--- src/rtl/cla_seq_adder_pkg.sv ---
// Shared widths, slice count and FSM state type for the byte-serial CLA adder.
package cla_seq_adder_pkg;

  localparam int unsigned WIDTH  = 32;
  localparam int unsigned SLICE  = 8;
  localparam int unsigned NSLICE = WIDTH / SLICE;

  typedef enum logic [1:0] {
    IDLE = 2'd0,
    RUN  = 2'd1,
    DONE = 2'd2
  } state_t;

endpackage

--- src/rtl/cla8_slice.sv ---
// 8-bit carry-lookahead slice: every internal carry is a flat sum of
// generate/propagate products, with no carry chained from the previous bit.
module cla8_slice (
  input  logic [7:0] a,
  input  logic [7:0] b,
  input  logic       cin,
  output logic [7:0] sum,
  output logic       G,
  output logic       P,
  output logic       c7,
  output logic       cout
);

  logic [7:0] g;
  logic [7:0] p;
  logic [7:0] grp_g;
  logic [7:0] grp_p;
  logic [7:0] term [8];
  logic [8:0] c;

  assign g = a & b;
  assign p = a ^ b;

  // grp_g[i]/grp_p[i] span bits i..0; term[i][j] = g[j] & p[i]..p[j+1]
  for (genvar i = 0; i < 8; i++) begin : g_grp
    localparam logic [7:0] PMASK = 8'hFF >> (7 - i);
    for (genvar j = 0; j < 8; j++) begin : g_term
      localparam logic [7:0] TMASK = (8'hFF << (j + 1)) & PMASK;
      if (j <= i) begin : g_live
        assign term[i][j] = g[j] & (&(p | ~TMASK));
      end else begin : g_dead
        assign term[i][j] = 1'b0;
      end
    end
    assign grp_g[i] = |term[i];
    assign grp_p[i] = &(p | ~PMASK);
    assign c[i+1]   = grp_g[i] | (grp_p[i] & cin);
  end

  assign c[0] = cin;
  assign sum  = p ^ c[7:0];
  assign G    = grp_g[7];
  assign P    = grp_p[7];
  assign c7   = c[7];
  assign cout = c[8];

endmodule

--- src/rtl/cla_seq_adder.sv ---
// Byte-serial 32-bit add/subtract: one 8-bit lookahead slice reused over
// four RUN cycles, with a valid/ready handshake on both sides.
module cla_seq_adder
  import cla_seq_adder_pkg::*;
#(
  parameter int unsigned WIDTH = cla_seq_adder_pkg::WIDTH,
  parameter int unsigned SLICE = cla_seq_adder_pkg::SLICE
) (
  input  logic             clock,
  input  logic             reset,
  input  logic             in_valid,
  output logic             in_ready,
  input  logic [WIDTH-1:0] operand_a,
  input  logic [WIDTH-1:0] operand_b,
  input  logic             sub,
  output logic             out_valid,
  input  logic             out_ready,
  output logic [WIDTH-1:0] result,
  output logic             carry_out,
  output logic             overflow
);

  state_t             state, state_d;
  logic [WIDTH-1:0]   a_reg, b_reg;
  logic               sub_reg;
  logic               carry_reg;
  logic [1:0]         k;
  logic               accept;
  logic               last;
  logic [SLICE-1:0]   a_byte, b_byte, s_byte;
  logic               s_cin, s_g, s_p, s_c7, s_cout;

  always_comb begin
    state_d   = state;
    in_ready  = (state == IDLE);
    out_valid = (state == DONE);
    accept    = in_valid && (state == IDLE);
    last      = (k == 2'(NSLICE - 1));
    unique case (state)
      IDLE:    if (in_valid) state_d = RUN;
      RUN:     if (last) state_d = DONE;
      DONE:    if (out_ready) state_d = IDLE;
      default: state_d = IDLE;
    endcase
  end

  always_comb begin
    a_byte = a_reg[0*SLICE +: SLICE];
    b_byte = b_reg[0*SLICE +: SLICE];
    unique case (k)
      2'd0: begin a_byte = a_reg[0*SLICE +: SLICE]; b_byte = b_reg[0*SLICE +: SLICE]; end
      2'd1: begin a_byte = a_reg[1*SLICE +: SLICE]; b_byte = b_reg[1*SLICE +: SLICE]; end
      2'd2: begin a_byte = a_reg[2*SLICE +: SLICE]; b_byte = b_reg[2*SLICE +: SLICE]; end
      default: begin a_byte = a_reg[3*SLICE +: SLICE]; b_byte = b_reg[3*SLICE +: SLICE]; end
    endcase
  end

  // carry_reg already holds sub on the first slice; the mux makes that explicit
  assign s_cin = (k == 2'd0) ? sub_reg : carry_reg;

  cla8_slice u_slice (
    .a    (a_byte),
    .b    (b_byte),
    .cin  (s_cin),
    .sum  (s_byte),
    .G    (s_g),
    .P    (s_p),
    .c7   (s_c7),
    .cout (s_cout)
  );

  always_ff @(posedge clock or negedge reset) begin
    if (!reset) begin
      state     <= IDLE;
      a_reg     <= '0;
      b_reg     <= '0;
      sub_reg   <= 1'b0;
      carry_reg <= 1'b0;
      k         <= '0;
      result    <= '0;
      carry_out <= 1'b0;
      overflow  <= 1'b0;
    end else begin
      state <= state_d;
      if (accept) begin
        a_reg     <= operand_a;
        b_reg     <= operand_b ^ {WIDTH{sub}};
        sub_reg   <= sub;
        carry_reg <= sub;
        k         <= '0;
      end else if (state == RUN) begin
        unique case (k)
          2'd0:    result[0*SLICE +: SLICE] <= s_byte;
          2'd1:    result[1*SLICE +: SLICE] <= s_byte;
          2'd2:    result[2*SLICE +: SLICE] <= s_byte;
          default: result[3*SLICE +: SLICE] <= s_byte;
        endcase
        carry_reg <= s_cout;
        k         <= k + 2'd1;
        if (last) begin
          carry_out <= s_g | (s_p & s_cin);
          overflow  <= s_c7 ^ s_cout;
        end
      end
    end
  end

endmodule

--- config.mk ---
export PLATFORM = sky130hd
export DESIGN_NAME = cla_seq_adder
export DESIGN_NICKNAME = d
export VERILOG_FILES = /design/src/rtl/cla_seq_adder_pkg.sv /design/src/rtl/cla8_slice.sv /design/src/rtl/cla_seq_adder.sv
export SDC_FILE = /design/constraint.sdc
export NUM_CORES = 1
export LEC_CHECK = 0
export BUFFER_PORTS_ARGS = -buffer_cell sky130_fd_sc_hd__buf_2
export CAP_MARGIN = 20
export CORE_MARGIN = 10
export CORE_UTILIZATION = 48
export DETAILED_ROUTE_END_ITERATION = 6
export PLACE_DENSITY = 0.71
export SLEW_MARGIN = 20
export SYNTH_ARGS = -nofsm -noshare
export SYNTH_HDL_FRONTEND = slang
export SYNTH_SLANG_ARGS = --single-unit
--- constraint.sdc ---
create_clock -name clock -period 4.3 [get_ports clock]
set_input_delay 0.645 -clock clock [delete_from_list [all_inputs] [get_ports clock]]
set_output_delay 0.645 -clock clock [all_outputs]
set_load 0.05 [all_outputs]
# ---- Word level (Yosys, flattened, before mapping)
# Index checks and enable logic that the tools add are counted.
dict set report word_totals {
  regBits 104
  latch_bits 0
  mem_bits_rw 0
  rom_bits 0
  in_bits 69
  output_inout_bits 36
  word_cells 129
  memories 0
}
dict set report classes {
  add_sub_neg 1
  mul 0
  div_mod_pow 0
  order_cmp 0
  n_eq_ne 8
  n_shift 0
  mux 11
  bitwise_logic 51
  n_reduce_logical 46
}
# operator count
set ops {}
lappend ops {{$pmux 8 s3} 2}
lappend ops {{$and 1x1->1} 36}
lappend ops {{$reduce_and 3->1} 12}
lappend ops {{$xor 32x32->32} 1}
lappend ops {{$reduce_and 4->1} 5}
lappend ops {{$reduce_and 5->1} 4}
lappend ops {{$reduce_and 6->1} 3}
lappend ops {{$xor 8x8->8} 2}
lappend ops {{$reduce_and 2->1} 7}
lappend ops {{$reduce_and 7->1} 2}
lappend ops {{$mux 2} 5}
lappend ops {{$and 8x8->8} 1}
lappend ops {{$or 1x1->1} 8}
lappend ops {{$reduce_and 8->1} 1}
lappend ops {{$reduce_or 8->1} 1}
lappend ops {{$reduce_or 7->1} 1}
lappend ops {{$eq 2x2->1 const B} 3}
lappend ops {{$pmux 2 s3} 1}
lappend ops {{$reduce_or 3->1} 2}
lappend ops {{$reduce_or 6->1} 1}
lappend ops {{$reduce_or 5->1} 1}
lappend ops {{$eq 2x1->1 const B} 2}
lappend ops {{$logic_not 2->1} 2}
lappend ops {{$ne 2x2->1 const B} 2}
lappend ops {{other kinds (9)} 12}

# ---- Logic depth before layout (Yosys ltp)
# Gate-level depths: netlist of the first run.
dict set report logic_depth {
  word_depth 9
  mapped_depth 12
  mapped_depth_nobuf 11
}

# ---- Cells and area by module
# A second synthesis of the first run with hierarchy kept.
dict set report hier_totals {
  hier_cells 479
  hier_area_um2 5057.4
}
# module instances cells_each area_each_um2 seq_area_each_um2
set by_module_without_submodules {}
lappend by_module_without_submodules {cla_seq_adder 1 432 4694.5 2602.5}
lappend by_module_without_submodules {cla8_slice 1 47 362.8 0.0}

# ---- Worst setup path before layout of the first run
# OpenSTA, ideal clock, no wires.
dict set report synth_timing {
  path_kind {register -> register}
  startpoint {register k[0]}
  endpoint {register result[15]}
  setup_time_ns 0.127
  t_arrival_ns 2.956
  required_time_ns 4.173
  slack_ns 1.217
  stages_incl_launch_ff 11
  n_path_buf 2
  synth_period_minus_slack_ns 3.083
  path_cell_list {dfrtp_1 > ha_1 > clkbuf_1 > buf_2 > mux2i_1 > ha_1 > and3_1 > a221o_1 > a221oi_4 > xor2_2 > o21ai_1}
}
dict set report synth_between {
  elab_chain_len 8
  word_cells_on_any_way 25
  cone_classes {2 x eq/ne; 3 x mux; 11 x bitwise; 9 x reduce/logical}
}
# item line
set synth_lines {}
lappend synth_lines {{start: declaration} cla_seq_adder.sv:27} ;# logic [1:0] k;
lappend synth_lines {{start signal: assignment} cla_seq_adder.sv:99} ;# k <= k + 2'd1;
lappend synth_lines {{$eq 2x2->1 (tied with other cells)} cla_seq_adder.sv:50} ;# unique case (k)
lappend synth_lines {{$pmux 8 s3} cla_seq_adder.sv:50}
lappend synth_lines {{$xor 8x8->8} cla8_slice.sv:22} ;# assign p = a ^ b;
lappend synth_lines {{$reduce_and 6->1 (tied with other cells)} cla8_slice.sv:30} ;# assign term[i][j] = g[j] & (&(p | ~TMASK));
lappend synth_lines {{$and 1x1->1} cla8_slice.sv:30}
lappend synth_lines {{$reduce_or 7->1} cla8_slice.sv:35} ;# assign grp_g[i] = |term[i];
lappend synth_lines {{$or 1x1->1} cla8_slice.sv:37} ;# assign c[i+1] = grp_g[i] | (grp_p[i] & cin);
lappend synth_lines {{$xor 8x8->8} cla8_slice.sv:41} ;# assign sum = p ^ c[7:0];
lappend synth_lines {{end signal: indexed assignment} cla_seq_adder.sv:93} ;# 2'd0: result[0*SLICE +: SLICE] <= s_byte;
lappend synth_lines {{end signal: indexed assignment} cla_seq_adder.sv:94} ;# 2'd1: result[1*SLICE +: SLICE] <= s_byte;
lappend synth_lines {{end signal: indexed assignment} cla_seq_adder.sv:95} ;# 2'd2: result[2*SLICE +: SLICE] <= s_byte;
lappend synth_lines {{end: declaration} cla_seq_adder.sv:18} ;# output logic [WIDTH-1:0] result,
# Several ways; a longest one is shown, not always the timed one.
# A chain may end at the register's enable or synchronous reset.

# ---- Worst setup path in the final report of the first run
dict set report layout_timing {
  startpoint {register k[0]}
  endpoint {register result[14]}
}
dict set report layout_between {
  elab_chain_len 8
  word_cells_on_any_way 23
  cone_classes {2 x eq/ne; 3 x mux; 10 x bitwise; 8 x reduce/logical}
}
# item line
set layout_lines {}
lappend layout_lines {{$eq 2x2->1 (tied with other cells)} cla_seq_adder.sv:50}
lappend layout_lines {{$pmux 8 s3} cla_seq_adder.sv:50}
lappend layout_lines {{$xor 8x8->8} cla8_slice.sv:22}
lappend layout_lines {{$reduce_and 5->1 (tied with other cells)} cla8_slice.sv:30}
lappend layout_lines {{$and 1x1->1} cla8_slice.sv:30}
lappend layout_lines {{$reduce_or 6->1} cla8_slice.sv:35}
lappend layout_lines {{$or 1x1->1} cla8_slice.sv:37}
lappend layout_lines {{$xor 8x8->8} cla8_slice.sv:41}
# Several ways; a longest one is shown, not always the timed one.

==> flow_summary.json, run 1 <==
{
  "fin_cells": 751,
  "crit_buf_inv": 1,
  "dp_slack_ns": 0.820,
  "grt_usage_pct": 16.4,
  "end_kind": "register",
  "ys_seq_area_share_pct": 51.7,
  "hpwl_mm": 8.94,
  "min_path_type": "in -> async",
  "worstPathArrival_ns": 3.76,
  "worstSetupStartpointType": "register",
  "r2r-start": "k[0]",
  "finish.utilization_pct": 56.0,
  "grt_pass1_wl_mm": 20.1,
  "post-route-period-util_pct": 82.0,
  "leakage_nw": 2.86,
  "drv_slew": 0,
  "path_clk_slew_ns": 0.10,
  "cp_cell_sequence": "inv_1, ha_1, a222oi_1, mux2i_1, ha_1, and3_1, a221oi_1, a211o_1, nand3_1",
  "power.density_nw_per_um2": 906,
  "cp_slowest_stage_delay_ns": 0.82,
  "outcome": "finished clean",
  "crit_top_cell": "ha_1",
  "clkLatencyLatePin_ns": 0.36,
  "grt_max_degree": 70,
  "layout_commonest_cell": "nand2_1",
  "finalNetCount": 693,
  "wirelength_mm": 12.0,
  "io_pins": 105,
  "vdd_ir_drop_max_uv": 455,
  "final_cell_mix": "nand2_1, dfrtp_1, buf_2",
  "ys.flop_type": "dfrtp_1",
  "final_hold_viol_count": 0,
  "antenna_found_initial": 0,
  "clock.fmax_ghz": 0.284,
  "cts_hold_buffers": 0,
  "ys_ff_latch": 104,
  "cts_root_buffer": "clkbuf_8",
  "dpl.cell_count": 735,
  "antenna_cells": 0,
  "grt_overflow_total": 0,
  "row_count": 37,
  "cts.path.max_buffers": 2,
  "dieHeight_um": 122,
  "yosys_warnings": 0,
  "synth_area_um2": 5030,
  "rsz0062_at_grt": "no",
  "synth-edff-count": 0,
  "cts_setup_buffers": 0,
  "reg2reg_slack_ns": 0.78,
  "gp_routability_congestion": 0.799,
  "cts_resized": 0,
  "viasPerCell": 5.16,
  "drtPass1Iterations": 6,
  "syn_inst": 523,
  "drive_above_1_share_pct": 22.4,
  "worst_slack_ns": 0.776,
  "r2r_end": "result[14]",
  "worst_slew_pin_slew_ns": 0.979,
  "fp.dieArea_um2": 15000,
  "core_area_um2": 10300,
  "syn_avg_cell_area_um2": 9.63,
  "worst-path-max-fanout": 18,
  "drt-wirelength-per-cell_um": 16.0,
  "placed_area_um2": 5580,
  "multi_input_area_um2": 2170,
  "die_w_um": 122,
  "start_util_pct": 49.0,
  "critPathSlowestCell": "a221oi_1",
  "htree_levels": 3,
  "critPathRequiredTime_ns": 4.54,
  "port_buffers": 104,
  "skew_ns": 0.0167,
  "final.min_clock_period_ns": 3.52,
  "worst-r2r-cell-count": 9,
  "fin_setup_tns_ns": 0,
  "fillers": 959,
  "synth_cell_types": 48,
  "area_growth_pct": 14.3,
  "register_area_um2": 2600,
  "numClockSinks": 104,
  "drtAntennaViolNets": 0,
  "cts_tree": "done",
  "totalPowerFinal_mw": 5.22,
  "maxSlewHeadroom_pct": 34.7,
  "drc": 0,
  "critPathTopFamily": "compound AO/OA/AOI/OAI gates",
  "max_cap_violations": 0,
  "finalSetupViolCount": 0,
  "grt_pass1_vias": 4071,
  "crit_type": "reg -> reg",
  "design_area_um2": 5760,
  "drt-initial-drc-count": 362,
  "cts_buffers": 9,
  "hold_ws_ns": 0.387,
  "synth-async-reset-ratio_pct": 100,
  "vias": 3875,
  "syn_nets": 606
}
cells in the mapped netlist, types with 2 or more instances:
master | instances | share of area (%)
a211o_1 | 4 | 0.70
a21oi_1 | 6 | 0.60
a222oi_1 | 14 | 2.8
a22oi_1 | 2 | 0.30
and2_1 | 2 | 0.25
buf_2 | 4 | 0.40
buf_6 | 3 | 0.67
clkbuf_1 | 21 | 1.6
clkbuf_8 | 3 | 0.82
dfrtp_1 | 104 | 52
ha_1 | 13 | 3.2
inv_1 | 22 | 1.6
mux2_2 | 2 | 0.45
mux2i_1 | 14 | 2.8
nand2_1 | 159 | 12
nand2_2 | 2 | 0.25
nand2b_1 | 3 | 0.37
nand3_1 | 6 | 0.60
nand4_1 | 3 | 0.37
nand4b_1 | 2 | 0.35
nor2_1 | 2 | 0.15
nor3_1 | 2 | 0.20
o21a_1 | 3 | 0.45
o21ai_0 | 55 | 5.5
o21ai_1 | 12 | 1.2
o31ai_1 | 5 | 0.75
xnor2_1 | 25 | 4.3
xor2_1 | 10 | 1.7
worst max-delay path by stage:
stage	start	cells after the start	to	slack, ns
floorplan	k[0]	10	result[15]	1.22
global placement	k[0]	10	result[31]	0.93
detailed placement	k[0]	10	result[31]	0.82
CTS	k[0]	10	result[15]	0.77
global route	k[0]	10	result[15]	0.57
finish	k[0]	9	result[14]	0.78
routing by layer:
metal	wire [um]	share of wire [%]	global-route usage, %
met1	5650	47	21.3
met4	126	1.0	4.05
met5	0	0	0
met2	5430	45	26.5
met3	809	6.7	4.50
logic make-up after synthesis:
| family | synth area share [%] |
|---|---|
| AO/OA/AOI/OAI | 14.1 |
| AND/OR/NAND/NOR | 15.4 |
| flip-flops | 51.7 |
| buffers and inverters | 5.24 |
| adder cells (fa/ha/maj) | 3.63 |
| multiplexers | 3.50 |
| XOR/XNOR | 6.41 |
report_power, final:
group / total [mW] / switching [mW] / leakage, nW / internal (mW)
clock network: 0.562 / 0.347 / 0.0864 / 0.215
registers: 1.69 / 0.244 / 1.30 / 1.45
logic: 2.96 / 2.04 / 1.47 / 0.922
total: 5.22 / 2.63 / 2.86 / 2.58
layout make-up:
class / instances / share of cell area (%)
Tap cell: 136 / 2.96
Inverter: 22 / 1.43
Sequential cell: 104 / 45.2
Multi-Input combinational cell: 365 / 37.7
Clock buffer: 9 / 2.15
Clock inverter: 7 / 0.891
Timing Repair Buffer: 108 / 9.61
(Power assumes the default switching activity.)
==> inputs of run 2 (changes only) <==
- clock period: 4.3 -> 3.3 ns (I/O delays scaled with it)
==> flow_summary.json, run 2 (synthesis results as in run 1) <==
{
  "final.min_clock_period_ns": 3.22,
  "fillers": 952,
  "totalPowerFinal_mw": 7.00,
  "port_buffers": 104,
  "drtAntennaViolNets": 0,
  "antenna_found_initial": 0,
  "grt_pass1_wl_mm": 20.2,
  "cts_root_buffer": "clkbuf_8",
  "worstPathArrival_ns": 3.46,
  "met2WireLength_mm": 5.44,
  "clock.fmax_ghz": 0.310,
  "grt_max_degree": 68,
  "io_pins": 105,
  "r2r-start": "k[0]",
  "viasPerCell": 5.20,
  "rsz0062_at_grt": "yes",
  "cts_buffers": 9,
  "finalNetCount": 705,
  "numClockSinks": 104,
  "row_count": 37,
  "min_path_type": "in -> async",
  "drc": 0,
  "die_w_um": 122,
  "final_hold_viol_count": 0,
  "start_util_pct": 49.0,
  "wl_met3_mm": 1.01,
  "r2r_end": "result[23]",
  "htree_levels": 3,
  "outcome": "finished clean",
  "grt_overflow_total": 0,
  "drt-initial-drc-count": 429,
  "worst_slew_pin_slew_ns": 0.871,
  "area_growth_pct": 16.6,
  "met1_length_mm": 5.54,
  "final_cell_mix": "nand2_1, dfrtp_1, buf_2",
  "end_kind": "register",
  "gp_routability_congestion": 0.882,
  "grt_usage_pct": 16.7,
  "cts_tree": "done",
  "hold_ws_ns": 0.145,
  "drt-wirelength-per-cell_um": 16.1,
  "reg2reg_slack_ns": 0.08,
  "vdd_ir_drop_max_uv": 681,
  "maxSlewHeadroom_pct": 41.9,
  "fp.dieArea_um2": 15000,
  "antenna_cells": 0,
  "leakage_nw": 2.91,
  "worst-path-max-fanout": 8,
  "wirelength_mm": 12.3,
  "cts.path.max_buffers": 2,
  "crit_type": "reg -> reg",
  "top_layer_used": "met4",
  "drv_slew": 0,
  "vias": 3962,
  "path_clk_slew_ns": 0.09,
  "critPathRequiredTime_ns": 3.54,
  "grt_pass1_vias": 4028,
  "max_cap_violations": 0,
  "finalSetupViolCount": 0,
  "skew_ns": 0.00935,
  "dieHeight_um": 122,
  "core_area_um2": 10300,
  "worst-r2r-cell-count": 11,
  "worstSetupStartpointType": "register",
  "hpwl_mm": 9.34,
  "layout_commonest_cell": "nand2_1",
  "power.density_nw_per_um2": 1190,
  "clkLatencyLatePin_ns": 0.37,
  "post-route-period-util_pct": 97.7,
  "drive_above_1_share_pct": 24.4,
  "drtPass1Iterations": 6
}
## run 2: changes by cell type in the layout (fill, tap and decap cells not counted), sizes merged
cell,previous run,this run
clkbuf,9,10
buf,108,120
inv,25,23
## run 2: per-layer routing
layer / vias up / track usage [%]
li1: 1957 / -
met1: 1837 / 22.6
met2: 142 / 24.8
met3: 26 / 4.91
met4: 0 / 6.63
met5: - / 0
## run 2: repair_timing
item	4_1_cts	5_1_grt
hold buffers	0	0
pin swaps	0	9
endpoints found under the setup margin	2	15
gates resized for setup	1	4
gates cloned	0	0
buffers inserted	0	3
## run 2: power breakdown
part,leakage [nW],total [mW],switching [mW],internal [mW]
sequential,1.29,2.23,0.341,1.89
clock,0.0785,0.687,0.417,0.271
combinational,1.54,4.08,2.73,1.35
## run 2: worst max-delay path by stage
| stage | start | end | depth (start not counted) |
|---|---|---|---|
| floorplan | k[0] | result[15] | 10 |
| global placement | k[0] | result[31] | 11 |
| finish | k[0] | result[23] | 11 |
| CTS | k[0] | result[23] | 11 |
| global route | k[0] | result[23] | 11 |
| detailed placement | k[0] | result[23] | 11 |
## run 2: critical path, cell delays in order (launching register included)
cell and delay, ns:
dfrtp_2 0.42, inv_1 0.09, ha_1 0.21, buf_4 0.16, a222oi_1 0.36, mux2i_1 0.19, ha_1 0.37, and2_4 0.17
a221o_1 0.38, a221oi_4 0.39, xor2_2 0.25, o21ai_1 0.09
## run 2: layout make-up
cell class	count	area, um2	area share, %
multi-input combinational	365	2190	37.2
inverter	22	82.6	1.41
sequential	104	2600	44.3
clock inverter	5	33.8	0.575
tap	136	170	2.90
timing repair buffer	120	668	11.4
clock buffer	10	128	2.17
## run 2: metrics by stage
step | std cells | instance area (um2) | setup TNS (ns) | worst slack (ns) | utilization (%)
floorplan | 523 | 5030 | 0 | 0.217 | -
global placement | 743 | 5650 | 0 | 0.196 | 55.0
global route | 762 | 5870 | -0.238 | -0.0527 | 57.1
CTS | 758 | 5820 | 0 | 0.0452 | 56.6
detailed placement | 743 | 5650 | 0 | 0.0257 | 55.0
finish | 762 | 5870 | 0 | 0.0753 | 57.1
==> inputs of run 3 (changes only) <==
- CORE_UTILIZATION: 48 -> 45
- PLACE_DENSITY: 0.71 -> 0.68
- clock period: 3.3 -> 4.04 ns (I/O delays scaled with it)
==> flow_summary.json, run 3 (synthesis results as in run 1) <==
{
  "min_path_type": "in -> async",
  "fillers": 1020,
  "gp_routability_congestion": 0.862,
  "antenna_found_initial": 0,
  "io_pins": 105,
  "cp_slowest_stage_delay_ns": 0.46,
  "cp-startpoint": "k[0]",
  "layout_commonest_cell": "nand2_1",
  "vdd_ir_drop_max_uv": 613,
  "numClockSinks": 104,
  "fp.dieArea_um2": 15800,
  "viasPerCell": 5.14,
  "drc": 0,
  "grt_usage_pct": 15.9,
  "drtPass1Iterations": 6,
  "drt-wirelength-per-cell_um": 16.5,
  "crit_top_cell": "ha_1",
  "post-route-period-util_pct": 84.8,
  "grt_overflow_total": 0,
  "crit_buf_inv": 1,
  "critPathTopFamily": "compound AO/OA/AOI/OAI gates",
  "grt_pass1_vias": 4104,
  "worstSetupStartpointType": "register",
  "cts.path.max_buffers": 2,
  "drtAntennaViolNets": 0,
  "critPathRequiredTime_ns": 4.29,
  "htree_levels": 3,
  "area_growth_pct": 14.9,
  "clkLatencyLatePin_ns": 0.38,
  "path_clk_slew_ns": 0.10,
  "skew_ns": 0.00910,
  "core_area_um2": 10900,
  "max_cap_violations": 0,
  "cts_buffers": 9,
  "worst-r2r-cell-count": 10,
  "cts_tree": "done",
  "row_count": 38,
  "fin_setup_tns_ns": 0,
  "r2r_end": "result[31]",
  "finalSetupViolCount": 0,
  "antenna_cells": 0,
  "cts_resized": 0,
  "port_buffers": 104,
  "worstPathArrival_ns": 3.67,
  "crit_end": "result[31]",
  "grt_pass1_wl_mm": 20.9,
  "start_util_pct": 46.2,
  "dieHeight_um": 126,
  "critPathSlowestCell": "ha_1",
  "reg2reg_slack_ns": 0.61,
  "final_cell_mix": "nand2_1, dfrtp_1, buf_2",
  "final_hold_viol_count": 0,
  "grt_max_degree": 82,
  "crit_type": "reg -> reg",
  "crit_cells": 10,
  "cts_setup_buffers": 0,
  "drv_slew": 0,
  "placed_area_um2": 5590,
  "wirelength_mm": 12.5,
  "cts_root_buffer": "clkbuf_8",
  "maxSlewHeadroom_pct": 36.8,
  "worst-path-max-fanout": 18,
  "worst_slew_pin_slew_ns": 0.945,
  "final.min_clock_period_ns": 3.43,
  "cp_cell_sequence": "inv_1, ha_1, a222oi_1, mux2i_1, ha_1, and3_1, a221o_1, a221oi_4, xor2_2, o21ai_1",
  "leakage_nw": 2.87,
  "drt-initial-drc-count": 322,
  "clock.fmax_ghz": 0.292,
  "design_area_um2": 5790,
  "outcome": "finished clean",
  "cts_hold_buffers": 0,
  "drive_above_1_share_pct": 22.2,
  "die_w_um": 126,
  "end_kind": "register",
  "power.density_nw_per_um2": 973,
  "rsz0062_at_grt": "no",
  "hpwl_mm": 9.27,
  "vias": 3888,
  "finalNetCount": 694,
  "r2r-start": "k[0]"
}
## run 3: changes by cell type in the layout (fill, tap and decap cells not counted), sizes merged
cell / previous run / this run
inv: 23 / 22
clkinv: 2 / 4
bufinv: 0 / 1
clkbuf: 10 / 11
clkinvlp: 2 / 0
buf: 120 / 109
## run 3: worst min path at each step
stage / start / end / slack, ns
3_3_place_gp: result[16] / result[16] / 0.46
5_1_grt: reset / a_reg[31] / 0.31
6_report: reset / a_reg[31] / 0.26
2_1_floorplan: reset / a_reg[0] / 0.31
3_5_place_dp: a_reg[21] / a_reg[21] / 0.47
4_1_cts: operand_a[0] / a_reg[0] / 0.40
## run 3: metal layers
metal	GRT usage, %	routed length [um]	vias to the layer above
met3	3.94	746	14
met2	24.3	5650	120
li1	-	-	1935
met4	6.90	201	0
met1	21.0	5890	1819
met5	0	0	-
## run 3: final cells by class
type | instances | area [um2] | area share [%]
Clock buffer | 11 | 131 | 2.27
Clock inverter | 5 | 57.6 | 0.995
Inverter | 22 | 82.6 | 1.43
Multi-Input combinational cell | 365 | 2170 | 37.5
Sequential cell | 104 | 2600 | 45.0
Tap cell | 140 | 175 | 3.03
Timing Repair Buffer | 109 | 564 | 9.75
## run 3: through the flow
stage	hold slack, ns	utilization, %	total power [mW]	setup WS [ns]	cells
after floorplan	0.310	-	4.24	0.957	523
after global placement	0.456	51.4	4.92	0.716	740
after detailed placement	0.466	51.4	5.02	0.608	740
after CTS	0.398	53.1	5.66	0.589	756
after global routing	0.310	53.1	6.09	0.366	756
final	0.256	53.1	5.63	0.613	756
## run 3: where the power goes
group          internal [mW]  total (mW)  switching [mW]
clock network          0.287       0.644           0.357
logic                  0.994        3.17            2.18
registers               1.54        1.81           0.273
